<file path="src/rtl/fifo_reader_pkg.sv">
// fifo_reader_pkg: shared types and constants for the FIFO drain controller.
// Optional feature macro: FIFO_READER_STALL_CNT_EN (adds the stall counter).
package fifo_reader_pkg;

  typedef enum logic [1:0] {
    ST_IDLE  = 2'd0,
    ST_RUN   = 2'd1,
    ST_FLUSH = 2'd2,
    ST_DONE  = 2'd3
  } state_e;

  // Output buffer depth; two entries cover the one-cycle FIFO read latency.
  localparam int OBUF_DEPTH = 2;
  localparam int OCC_W = 2;

  localparam int STALL_CNT_W = 16;

  // Saturating increment for the stall counter (holds at all-ones).
  function automatic logic [STALL_CNT_W-1:0] stall_sat_inc(input logic [STALL_CNT_W-1:0] v);
    if (v == {STALL_CNT_W{1'b1}}) begin
      stall_sat_inc = v;
    end else begin
      stall_sat_inc = v + {{(STALL_CNT_W-1){1'b0}}, 1'b1};
    end
  endfunction

endpackage

</file>
<file path="src/rtl/fifo_reader_if.sv">
// fifo_reader_if: FIFO read port plus downstream valid/ready stream.
// master = the reader (drives fifo_rden and the stream), slave = FIFO/consumer side.
interface fifo_reader_if #(
  parameter int DATA_WIDTH = 8
) ();

  logic                  fifo_empty;
  logic                  fifo_rden;
  logic [DATA_WIDTH-1:0] fifo_rdata;
  logic                  m_valid;
  logic                  m_ready;
  logic [DATA_WIDTH-1:0] m_data;
  logic                  m_last;

  modport master (
    input  fifo_empty, fifo_rdata, m_ready,
    output fifo_rden, m_valid, m_data, m_last
  );

  modport slave (
    output fifo_empty, fifo_rdata, m_ready,
    input  fifo_rden, m_valid, m_data, m_last
  );

endinterface

</file>
<file path="src/rtl/fifo_reader_obuf.sv">
// fifo_reader_obuf: 2-entry circular output buffer. Push and pop in the same
// cycle keep occupancy unchanged; a push while full is only taken with a pop.
module fifo_reader_obuf
  import fifo_reader_pkg::*;
#(
  parameter int DATA_WIDTH = 8
) (
  input  logic                  clk,
  input  logic                  rst,
  input  logic                  push,
  input  logic [DATA_WIDTH-1:0] push_data,
  input  logic                  pop,
  output logic [OCC_W-1:0]      occ,
  output logic [DATA_WIDTH-1:0] head
);

  logic [DATA_WIDTH-1:0] mem_q [OBUF_DEPTH];
  logic [DATA_WIDTH-1:0] mem_d [OBUF_DEPTH];
  logic                  wr_ptr_q, wr_ptr_d;
  logic                  rd_ptr_q, rd_ptr_d;
  logic [OCC_W-1:0]      occ_q, occ_d;
  logic                  pop_ok_s;
  logic                  push_ok_s;

  assign pop_ok_s  = pop && (occ_q != 2'd0);
  assign push_ok_s = push && ((occ_q != 2'd2) || pop_ok_s);

  // Next-state for storage, pointers and occupancy.
  always_comb begin
    mem_d    = mem_q;
    wr_ptr_d = wr_ptr_q;
    rd_ptr_d = rd_ptr_q;
    occ_d    = occ_q;
    if (push_ok_s) begin
      mem_d[wr_ptr_q] = push_data;
      wr_ptr_d        = ~wr_ptr_q;
    end else begin
      wr_ptr_d = wr_ptr_q;
    end
    if (pop_ok_s) begin
      rd_ptr_d = ~rd_ptr_q;
    end else begin
      rd_ptr_d = rd_ptr_q;
    end
    case ({push_ok_s, pop_ok_s})
      2'b10:   occ_d = occ_q + 2'd1;
      2'b01:   occ_d = occ_q - 2'd1;
      default: occ_d = occ_q;
    endcase
  end

  // Buffer registers with synchronous clear.
  always_ff @(posedge clk) begin
    if (rst) begin
      for (int i = 0; i < OBUF_DEPTH; i++) begin
        mem_q[i] <= {DATA_WIDTH{1'b0}};
      end
      wr_ptr_q <= 1'b0;
      rd_ptr_q <= 1'b0;
      occ_q    <= 2'd0;
    end else begin
      mem_q    <= mem_d;
      wr_ptr_q <= wr_ptr_d;
      rd_ptr_q <= rd_ptr_d;
      occ_q    <= occ_d;
    end
  end

  assign occ  = occ_q;
  assign head = mem_q[rd_ptr_q];

endmodule

</file>
<file path="src/rtl/fifo_reader.sv">
// fifo_reader: pops BURST_LEN entries from a registered-read FIFO per start
// pulse and presents them as a valid/ready stream with a last marker.
// Optional feature macro: FIFO_READER_STALL_CNT_EN (adds stall_cnt output).
module fifo_reader
  import fifo_reader_pkg::*;
#(
  parameter int DATA_WIDTH = 8,
  parameter int BURST_LEN  = 8
) (
  input  logic             clk,
  input  logic             rst,
  input  logic             start,
  fifo_reader_if.master    bus,
  output logic             busy,
  output logic             done
`ifdef FIFO_READER_STALL_CNT_EN
  ,
  output logic [STALL_CNT_W-1:0] stall_cnt
`endif
);

  localparam logic [7:0] BURST_LEN_C = 8'(BURST_LEN);
  localparam logic [7:0] LAST_IDX_C  = 8'(BURST_LEN - 1);

  state_e                state_q, state_d;
  logic [7:0]            issue_cnt_q, issue_cnt_d;
  logic [7:0]            beat_cnt_q, beat_cnt_d;
  logic                  inflight_q, inflight_d;
  logic [OCC_W-1:0]      occ_s;
  logic [DATA_WIDTH-1:0] head_s;
  logic                  valid_s;
  logic                  pop_s;
  logic                  rden_s;
  logic [7:0]            issue_next_s;

  assign valid_s      = (occ_s != 2'd0);
  assign pop_s        = valid_s && bus.m_ready;
  assign issue_next_s = issue_cnt_q + {7'd0, rden_s};

  fifo_reader_obuf #(
    .DATA_WIDTH(DATA_WIDTH)
  ) u_obuf (
    .clk      (clk),
    .rst      (rst),
    .push     (inflight_q),
    .push_data(bus.fifo_rdata),
    .pop      (pop_s),
    .occ      (occ_s),
    .head     (head_s)
  );

  // Read issue: the pop term lets a read go out in the same cycle a slot frees,
  // which is what sustains one beat per cycle. Reads are held off during reset
  // so the reset cycle itself does not advance the FIFO.
  always_comb begin
    rden_s = 1'b0;
    if (!rst && (state_q == ST_RUN) && (issue_cnt_q < BURST_LEN_C) && !bus.fifo_empty &&
        (({1'b0, occ_s} + {2'b00, inflight_q}) < (3'd2 + {2'b00, pop_s}))) begin
      rden_s = 1'b1;
    end else begin
      rden_s = 1'b0;
    end
  end

  // FSM next state, issue/beat counters and in-flight tracking.
  always_comb begin
    state_d     = state_q;
    issue_cnt_d = issue_cnt_q;
    beat_cnt_d  = beat_cnt_q + {7'd0, pop_s};
    inflight_d  = rden_s;
    case (state_q)
      ST_IDLE: begin
        if (start) begin
          state_d     = ST_RUN;
          issue_cnt_d = 8'd0;
          beat_cnt_d  = 8'd0;
        end else begin
          state_d = ST_IDLE;
        end
      end
      ST_RUN: begin
        issue_cnt_d = issue_next_s;
        if (issue_next_s == BURST_LEN_C) begin
          state_d = ST_FLUSH;
        end else begin
          state_d = ST_RUN;
        end
      end
      ST_FLUSH: begin
        if (pop_s && (beat_cnt_q == LAST_IDX_C)) begin
          state_d = ST_DONE;
        end else begin
          state_d = ST_FLUSH;
        end
      end
      ST_DONE: begin
        state_d = ST_IDLE;
      end
      default: begin
        state_d = ST_IDLE;
      end
    endcase
  end

  // Control state registers; reset drops any in-flight read.
  always_ff @(posedge clk) begin
    if (rst) begin
      state_q     <= ST_IDLE;
      issue_cnt_q <= 8'd0;
      beat_cnt_q  <= 8'd0;
      inflight_q  <= 1'b0;
    end else begin
      state_q     <= state_d;
      issue_cnt_q <= issue_cnt_d;
      beat_cnt_q  <= beat_cnt_d;
      inflight_q  <= inflight_d;
    end
  end

`ifdef FIFO_READER_STALL_CNT_EN
  logic [STALL_CNT_W-1:0] stall_cnt_q, stall_cnt_d;

  // Count RUN cycles where reads are still owed but the FIFO is empty.
  always_comb begin
    stall_cnt_d = stall_cnt_q;
    if ((state_q == ST_IDLE) && start) begin
      stall_cnt_d = {STALL_CNT_W{1'b0}};
    end else if ((state_q == ST_RUN) && bus.fifo_empty && (issue_cnt_q < BURST_LEN_C)) begin
      stall_cnt_d = stall_sat_inc(stall_cnt_q);
    end else begin
      stall_cnt_d = stall_cnt_q;
    end
  end

  // Stall counter register.
  always_ff @(posedge clk) begin
    if (rst) begin
      stall_cnt_q <= {STALL_CNT_W{1'b0}};
    end else begin
      stall_cnt_q <= stall_cnt_d;
    end
  end

  assign stall_cnt = stall_cnt_q;
`endif

  assign bus.fifo_rden = rden_s;
  assign bus.m_valid   = valid_s;
  assign bus.m_data    = head_s;
  assign bus.m_last    = valid_s && (beat_cnt_q == LAST_IDX_C);
  assign busy          = (state_q == ST_RUN) || (state_q == ST_FLUSH);
  assign done          = (state_q == ST_DONE);

endmodule

</file>
<file path="src/flat_wrapper.sv">
// flat-port wrapper written by rule: the top's interface ports become plain ports
module fifo_reader_flat import fifo_reader_pkg::*;
#(
  parameter int DATA_WIDTH = 8,
  parameter int BURST_LEN  = 8
)
  (clk, rst, start, busy, done, bus_fifo_empty, bus_fifo_rdata, bus_m_ready, bus_fifo_rden, bus_m_valid, bus_m_data, bus_m_last);
  fifo_reader_if #(.DATA_WIDTH(DATA_WIDTH)) bus_i ();
  input  logic clk;
  input  logic rst;
  input  logic start;
  output logic busy;
  output logic done;
  input wire logic [$bits(bus_i.fifo_empty)-1:0] bus_fifo_empty;
  input wire logic [$bits(bus_i.fifo_rdata)-1:0] bus_fifo_rdata;
  input wire logic [$bits(bus_i.m_ready)-1:0] bus_m_ready;
  output wire logic [$bits(bus_i.fifo_rden)-1:0] bus_fifo_rden;
  output wire logic [$bits(bus_i.m_valid)-1:0] bus_m_valid;
  output wire logic [$bits(bus_i.m_data)-1:0] bus_m_data;
  output wire logic [$bits(bus_i.m_last)-1:0] bus_m_last;
  assign bus_i.fifo_empty = bus_fifo_empty;
  assign bus_i.fifo_rdata = bus_fifo_rdata;
  assign bus_i.m_ready = bus_m_ready;
  assign bus_fifo_rden = bus_i.fifo_rden;
  assign bus_m_valid = bus_i.m_valid;
  assign bus_m_data = bus_i.m_data;
  assign bus_m_last = bus_i.m_last;
  fifo_reader #(.DATA_WIDTH(DATA_WIDTH), .BURST_LEN(BURST_LEN)) u_core (.clk(clk), .rst(rst), .start(start), .bus(bus_i), .busy(busy), .done(done));
endmodule
</file>
<file path="config.mk">
export PLATFORM = sky130hd
export DESIGN_NAME = fifo_reader_flat
export DESIGN_NICKNAME = d
export VERILOG_FILES = /design/src/rtl/fifo_reader_pkg.sv /design/src/rtl/fifo_reader_if.sv /design/src/rtl/fifo_reader_obuf.sv /design/src/rtl/fifo_reader.sv /design/src/flat_wrapper.sv
export SDC_FILE = /design/constraint.sdc
export NUM_CORES = 1
export LEC_CHECK = 0
export BUFFER_PORTS_ARGS = -buffer_cell sky130_fd_sc_hd__buf_2
export CORE_MARGIN = 2
export CORE_UTILIZATION = 55
export CTS_CLUSTER_DIAMETER = 200
export DETAILED_ROUTE_END_ITERATION = 10
export HOLD_SLACK_MARGIN = 0.1
export PLACE_DENSITY = 0.77
export SYNTH_ARGS = -nofsm -noshare
export SYNTH_HDL_FRONTEND = slang
export SYNTH_SLANG_ARGS = --single-unit
</file>
<file path="constraint.sdc">
create_clock -name clk -period 7.4 [get_ports clk]
set_input_delay 0.74 -clock clk [delete_from_list [all_inputs] [get_ports clk]]
set_output_delay 0.74 -clock clk [all_outputs]
set_load 0.02 [all_outputs]
</file>
==> flow_summary_export.csv, run 1 <==
group,metric,value,unit
worst_setup_path,path_buf_inv,2,
worst_setup_path,required,7.67,ns
global_routing,grt_pass1_vias,1400,
finish,final-seq-area,781,sq um
timing,finalHoldViolations,0,
timing,finalSetupTns,0,ns
yosys,syn_inst,203,
yosys,synthFlopType,"dfxtp_1",
floorplanning,start_util,57.6,%
cts,cts_sinks,39,
global_routing,antenna_found_initial,0,
global_routing,grt_max_degree,34,
cts,cts_tree,"done",
yosys,yosys_warnings,0,
routing,vias_per_cell,5.30,
worst_setup_path,endpoint_kind,"flop",
timing,relSlewSlack,44.1,%
timing,finalSetupViolCount,0,
global_routing,grt_usage,18.5,%
finish,n_antenna_cell,0,
yosys,synthSimpleGateAreaFrac,20.6,%
timing,worst_pin_slew,0.816,ns
timing,slew_violations,0,
timing,min_period,2.98,ns
yosys,synth_compound_area_share,7.36,%
cts,clock_path_buffers,2,
worst_setup_path,path_common_cell,"ha_1",
worst_setup_path,worst-setup-path-type,"flop to flop",
routing,ant_nets,0,
yosys,syn_nets,227,
routing,vias,1446,
pwr,power.leakage,0.950,nW
worst_setup_path,cp-start-kind,"flop",
finish,fin_util,63.1,%
routing,drc,0,
pwr,powerDensity,171,nW/um^2
cts,h-tree-depth,2,
worst_setup_path,cp_slowest_cell,"or4_4",
yosys,synth_top_family_by_area,"simple AND/OR/NAND/NOR gates",
placement,portBuffers,25,
global_routing,grt_overflow_total,0,
yosys,synthAdderAreaFrac,7.16,%
yosys,synth-seq-cells,39,
finish,final_cell_mix,"dfxtp_1, nor2_1, buf_2",
cts,cts_resized,0,
routing,drt_iter0_markers,106,
cts,numCtsBuffers,5,
floorplanning,die_area,3980,sq um
yosys,synth-xor-area-share,6.32,%
timing,fin_skew,0.00452,ns
run_status,status,"finished clean",
yosys,synth_edf_count,0,
global_routing,grt_pass1_wl,5990,um
floorplanning,die_w,63.1,um
finish,area_growth,9.64,%
yosys,muxShareOfSynthArea,13.5,%
routing,wl_per_cell,12.3,um
cts,cts_root_buffer,"clkbuf_4",
routing,wl,3360,um
finish,fillerInstances,299,
cts,cts_hold_buf,0,
floorplanning,rows,21,
cts,postCtsSetupBuffers,0,
timing,max_freq,336,MHz
floorplanning,coreArea,3340,sq um
yosys,yosysUniqueCellTypes,39,
worst_setup_path,cp_top_family,"simple AND/OR/NAND/NOR gates",
floorplanning,die_h,63.1,um
pwr,peakVddDrop,0.000104,V
finish,layout_commonest_cell,"dfxtp_1",
cts,clock_latency,0.34,ns
yosys,syn_area,1920,sq um
worst_setup_path,worstPathCellList,"inv_1 -> ha_1 -> inv_1 -> nor4_1 -> and4_1 -> ha_1 -> ha_1 -> and3_4 -> xor2_2 -> or4_4 -> a211oi_2",
timing,grt_setup_unrepaired,"false",
yosys,ys_async_sr_fraction,0,%
finish,nNetsFinal,251,
hold_path,hp-class,"flop to flop",
worst_setup_path,crit_path_max_fanout,8,
placement,gp_congestion,0.872,
yosys,synth-seq-area-share,40.6,%
cts,clk_pin_slew,0.11,ns
floorplanning,io_pins,26,
worst_setup_path,slowest_delay,0.52,ns
worst_setup_path,critical_path_arrival,3.25,ns
routing,firstDrtPassIters,4,
finish,drive_gt1_share,20.3,%
finish,multiInputGateArea,1060,sq um
job,maxCapViolCount,0,
timing,fin_crit_sh,40.2,%
yosys,syn-mean-instance-area,9.47,sq um
placement,hpwl,2410,um
[tightest hold or removal path, delay by kind of cell (launching register included)]
kind | cells | cell delay (ns)
compound gates | 1 | 0.05
simple gates | 1 | 0.06
flops | 1 | 0.35
[kinds of logic (layout without fill, tap and decap cells)]
family,Yosys count,in the layout
buffers and inverters,15,39
adders and majority gates,11,11
muxes,25,25
and+or+nand+nor,77,77
xor gates and xnor gates,13,13
AOI/OAI and AO/OA,23,23
DFF,39,39
[worst paths after layout]
path,from,end,slack (ns),cells after the start
max,u_core.state_q[1]$_SDFF_PP0_,u_core.state_q[1]$_SDFF_PP0_,4.42,11
min,u_core.issue_cnt_q[1]$_SDFFE_PP0P_,u_core.issue_cnt_q[1]$_SDFFE_PP0P_,0.50,2
max reg2reg,u_core.state_q[1]$_SDFF_PP0_,u_core.state_q[1]$_SDFF_PP0_,4.42,11
min reg2reg,u_core.issue_cnt_q[1]$_SDFFE_PP0P_,u_core.issue_cnt_q[1]$_SDFFE_PP0P_,0.50,2
[Yosys cell counts, types with 6 or more instances]
master | number | share of area (%)
mux2i_1 | 17 | 8.9
xor2_1 | 9 | 4.1
ha_1 | 11 | 7.2
nand3_1 | 9 | 2.3
a21oi_1 | 7 | 1.8
inv_1 | 6 | 1.2
dfxtp_1 | 39 | 41
mux2_2 | 8 | 4.7
nor2_1 | 34 | 6.6
nand2_1 | 7 | 1.4
o21ai_0 | 6 | 1.6
[per-layer routing]
layer  part of all wire, %  up-vias  GRT usage [%]
met5                     0        -              0
met2                    47       29           32.4
li1                      -      751              -
met3                   4.8        7           5.54
met4                   1.4        0           4.17
met1                    47      659           22.3
[sequential cells by signal, indices dropped and copies added, names as in the netlist]
name                    flops
u_core.beat_cnt_q           8
u_core.inflight_q           1
u_core.issue_cnt_q          8
u_core.state_q              2
u_core.u_obuf.mem_q        16
u_core.u_obuf.occ           2
u_core.u_obuf.rd_ptr_q      1
u_core.u_obuf.wr_ptr_q      1
[stage by stage]
stage	setup slack, ns	hold WS [ns]	std cells	cell area (sq um)	total power, mW
after global routing	4.17	0.522	273	2110	0.378
after global placement	4.22	0.468	266	2050	0.255
final	4.42	0.496	273	2110	0.360
after floorplan	4.10	0.455	203	1920	0.246
after CTS	4.40	0.495	273	2110	0.365
after detailed placement	4.19	0.479	266	2050	0.256
[where the power goes]
group | switching [mW] | internal [mW] | leakage [nW]
Sequential | 0.00399 | 0.213 | 0.315
Combinational | 0.0198 | 0.0137 | 0.601
Clock | 0.0654 | 0.0440 | 0.0341
Total | 0.0892 | 0.271 | 0.950
[area by class of cell]
cell class	instances	share of cell area (%)
Clock inverter	1	0.238
Inverter	6	1.07
Clock buffer	6	2.43
Sequential cell	39	37.1
Timing Repair Buffer	26	6.29
Multi-Input combinational cell	149	50.2
Tap cell	46	2.73
Note: power is estimated with default switching activity, not from simulation.
==> run 2: changes to the inputs <==
==> constraint.sdc (replaced) <==
create_clock -name clk -period 3.1 [get_ports clk]
set_input_delay 0.31 -clock clk [delete_from_list [all_inputs] [get_ports clk]]
set_output_delay 0.31 -clock clk [all_outputs]
set_load 0.02 [all_outputs]
==> run 2 against run 1 <==
Effect of this change: clock skew up 0.0028 ns; cell area is 0.95% higher; routed wire length rose by 3.1%; fmax grew 3.5%; global-route usage up 0.85 points; die area did not move; worst hold slack got worse by 0.27 ns; total power increased by 140%; cell count is 1.5% higher; critical path depth decreased by 1; critical path type unchanged; critical endpoint unchanged; largest power group unchanged.
==> flow_summary_export.csv, run 2 (synthesis gave the netlist of run 1 again) <==
group,metric,value,unit
worst_setup_path,critical_path_arrival,3.14,ns
worst_setup_path,endpoint_kind,"flop",
worst_setup_path,path_common_cell,"ha_1",
timing,min_period,2.88,ns
finish,largest_reg_flops,16,
worst_setup_path,cp_top_family,"simple AND/OR/NAND/NOR gates",
routing,ant_nets,0,
timing,slew_violations,0,
placement,hpwl,2580,um
worst_setup_path,path_buf_inv,0,
finish,drive_gt1_share,21.2,%
worst_setup_path,r2r_start,"u_core.u_obuf.occ[0]$_SDFFE_PP0P_",
finish,area_growth,10.7,%
global_routing,antenna_found_initial,0,
routing,drt_iter0_markers,64,
global_routing,grt_pass1_wl,6220,um
worst_setup_path,cp-start-kind,"flop",
cts,cts_hold_buf,0,
floorplanning,coreArea,3340,sq um
cts,cts_resized,0,
pwr,peakVddDrop,0.000221,V
cts,cts_sinks,39,
finish,layout_commonest_cell,"dfxtp_1",
pwr,switchingPower,0.221,mW
pwr,powerDensity,401,nW/um^2
timing,max_freq,348,MHz
timing,finalSetupViolCount,0,
placement,dpl_worst_slack,0.263,ns
worst_setup_path,rrSetupSlack,0.22,ns
pwr,seqPwrFrac,60.7,%
global_routing,grt_usage,19.4,%
cts,cts_root_buffer,"clkbuf_4",
pwr,power.leakage,0.959,nW
hold_path,hold_depth,3,
worst_setup_path,crit_path_max_fanout,5,
floorplanning,start_util,57.6,%
pwr,clockPowerShare,29.5,%
cts,cts_tree,"done",
worst_setup_path,worst-setup-path-type,"flop to flop",
floorplanning,rows,21,
routing,vias_per_cell,5.20,
pwr,p_int,0.632,mW
finish,n_antenna_cell,0,
finish,fin_util,63.7,%
timing,fin_skew,0.00728,ns
placement,gp_congestion,0.904,
hold_path,hp-class,"primary input to flop",
finish,nNetsFinal,254,
timing,worst_pin_slew,0.705,ns
worst_setup_path,cp_slowest_cell,"or4_4",
floorplanning,die_w,63.1,um
placement,portBuffers,25,
global_routing,grt_overflow_total,0,
pwr,combPwrFrac,9.8,%
cts,postCtsSetupBuffers,0,
timing,finalHoldViolations,0,
pwr,total_power,0.853,mW
timing,finalSetupTns,0,ns
cts,clock_path_buffers,2,
routing,wl_per_cell,12.5,um
job,maxCapViolCount,0,
global_routing,grt_max_degree,33,
floorplanning,io_pins,26,
timing,grt_setup_unrepaired,"false",
worst_setup_path,worstPathCellList,"ha_1 -> ha_1 -> nor4_1 -> and4_1 -> ha_1 -> ha_1 -> and3_4 -> xor2_2 -> or4_4 -> a211oi_2",
finish,largestRegisters,"u_core.u_obuf.mem_q x16, u_core.beat_cnt_q x8, u_core.issue_cnt_q x8",
timing,relSlewSlack,52.9,%
timing,fin_crit_sh,92.8,%
worst_setup_path,slowest_delay,0.52,ns
worst_setup_path,r2r_end,"u_core.state_q[1]$_SDFF_PP0_",
run_status,status,"finished clean",
finish,regMostFlops,"u_core.u_obuf.mem_q",
timing,whs,0.223,ns
cts,clock_latency,0.34,ns
routing,firstDrtPassIters,4,
routing,wl,3460,um
timing,fin_ws,0.223,ns
hold_path,min_from,"bus_fifo_rdata[6]",
hold_path,min_to,"u_core.u_obuf.mem_q[6]$_SDFFE_PP0P_",
routing,drc,0,
routing,vias,1440,
cts,numCtsBuffers,5,
finish,final_cell_mix,"dfxtp_1, nor2_1, buf_2",
floorplanning,die_area,3980,sq um
cts,clk_pin_slew,0.12,ns
floorplanning,die_h,63.1,um
pwr,swShare,25.9,%
worst_setup_path,required,3.36,ns
cts,h-tree-depth,2,
global_routing,grt_pass1_vias,1402,
worst_setup_path,r2r_cells,10,
==> run 2: final cells by class <==
| type | instances | area [sq um] |
|---|---|---|
| fill | 321 | 1210 |
| multi-input combinational | 149 | 1060 |
| sequential | 39 | 781 |
| timing repair buffer | 29 | 155 |
| tap | 46 | 57.6 |
| clock buffer | 6 | 41.3 |
| inverter | 6 | 22.5 |
| clock inverter | 2 | 12.5 |
==> run 2: stage by stage <==
step	instances	area [sq um]
after detailed placement	269	2070
after global placement	269	2070
final	277	2130
after floorplan	203	1920
after global routing	277	2130
after CTS	277	2130
==> run 2: how the worst max path moves through the flow <==
stage               cells after the start                      endpoint  slack, ns                               from
floorplan                               9  u_core.state_q[1]$_SDFF_PP0_       0.23                                rst
CTS                                    10  u_core.state_q[1]$_SDFF_PP0_       0.24  u_core.u_obuf.occ[0]$_SDFFE_PP0P_
global route                           10  u_core.state_q[1]$_SDFF_PP0_       0.08  u_core.u_obuf.occ[0]$_SDFFE_PP0P_
global placement                       10  u_core.state_q[1]$_SDFF_PP0_       0.32  u_core.u_obuf.occ[0]$_SDFFE_PP0P_
finish                                 10  u_core.state_q[1]$_SDFF_PP0_       0.22  u_core.u_obuf.occ[0]$_SDFFE_PP0P_
detailed placement                     10  u_core.state_q[1]$_SDFF_PP0_       0.26  u_core.u_obuf.occ[0]$_SDFFE_PP0P_
==> run 2: layer usage <==
layer / routed length [um] / global-route usage, % / vias up
met4: 29 / 5.83 / 0
met1: 1730 / 25.2 / 653
met3: 139 / 4.11 / 4
met5: 0 / 0 / -
li1: - / - / 756
met2: 1570 / 32.3 / 27
==> run 2: worst reg2reg max path, delay by kind of cell, from the launching register on <==
kind            cells  cell delay [ns]
simple gates        4             1.31
compound gates      1             0.22
xor+xnor            1             0.08
flops               1             0.38
fa+ha+maj           4             0.83
==> run 2: power by group through the flow <==
stage / logic [mW] / registers [mW] / clock network (mW)
6_report: 0.0838 / 0.518 / 0.251
5_1_grt: 0.0952 / 0.520 / 0.278
4_1_cts: 0.0841 / 0.518 / 0.262
3_5_place_dp: 0.0835 / 0.530 / 0
3_3_place_gp: 0.0828 / 0.529 / 0
2_1_floorplan: 0.0623 / 0.525 / 0
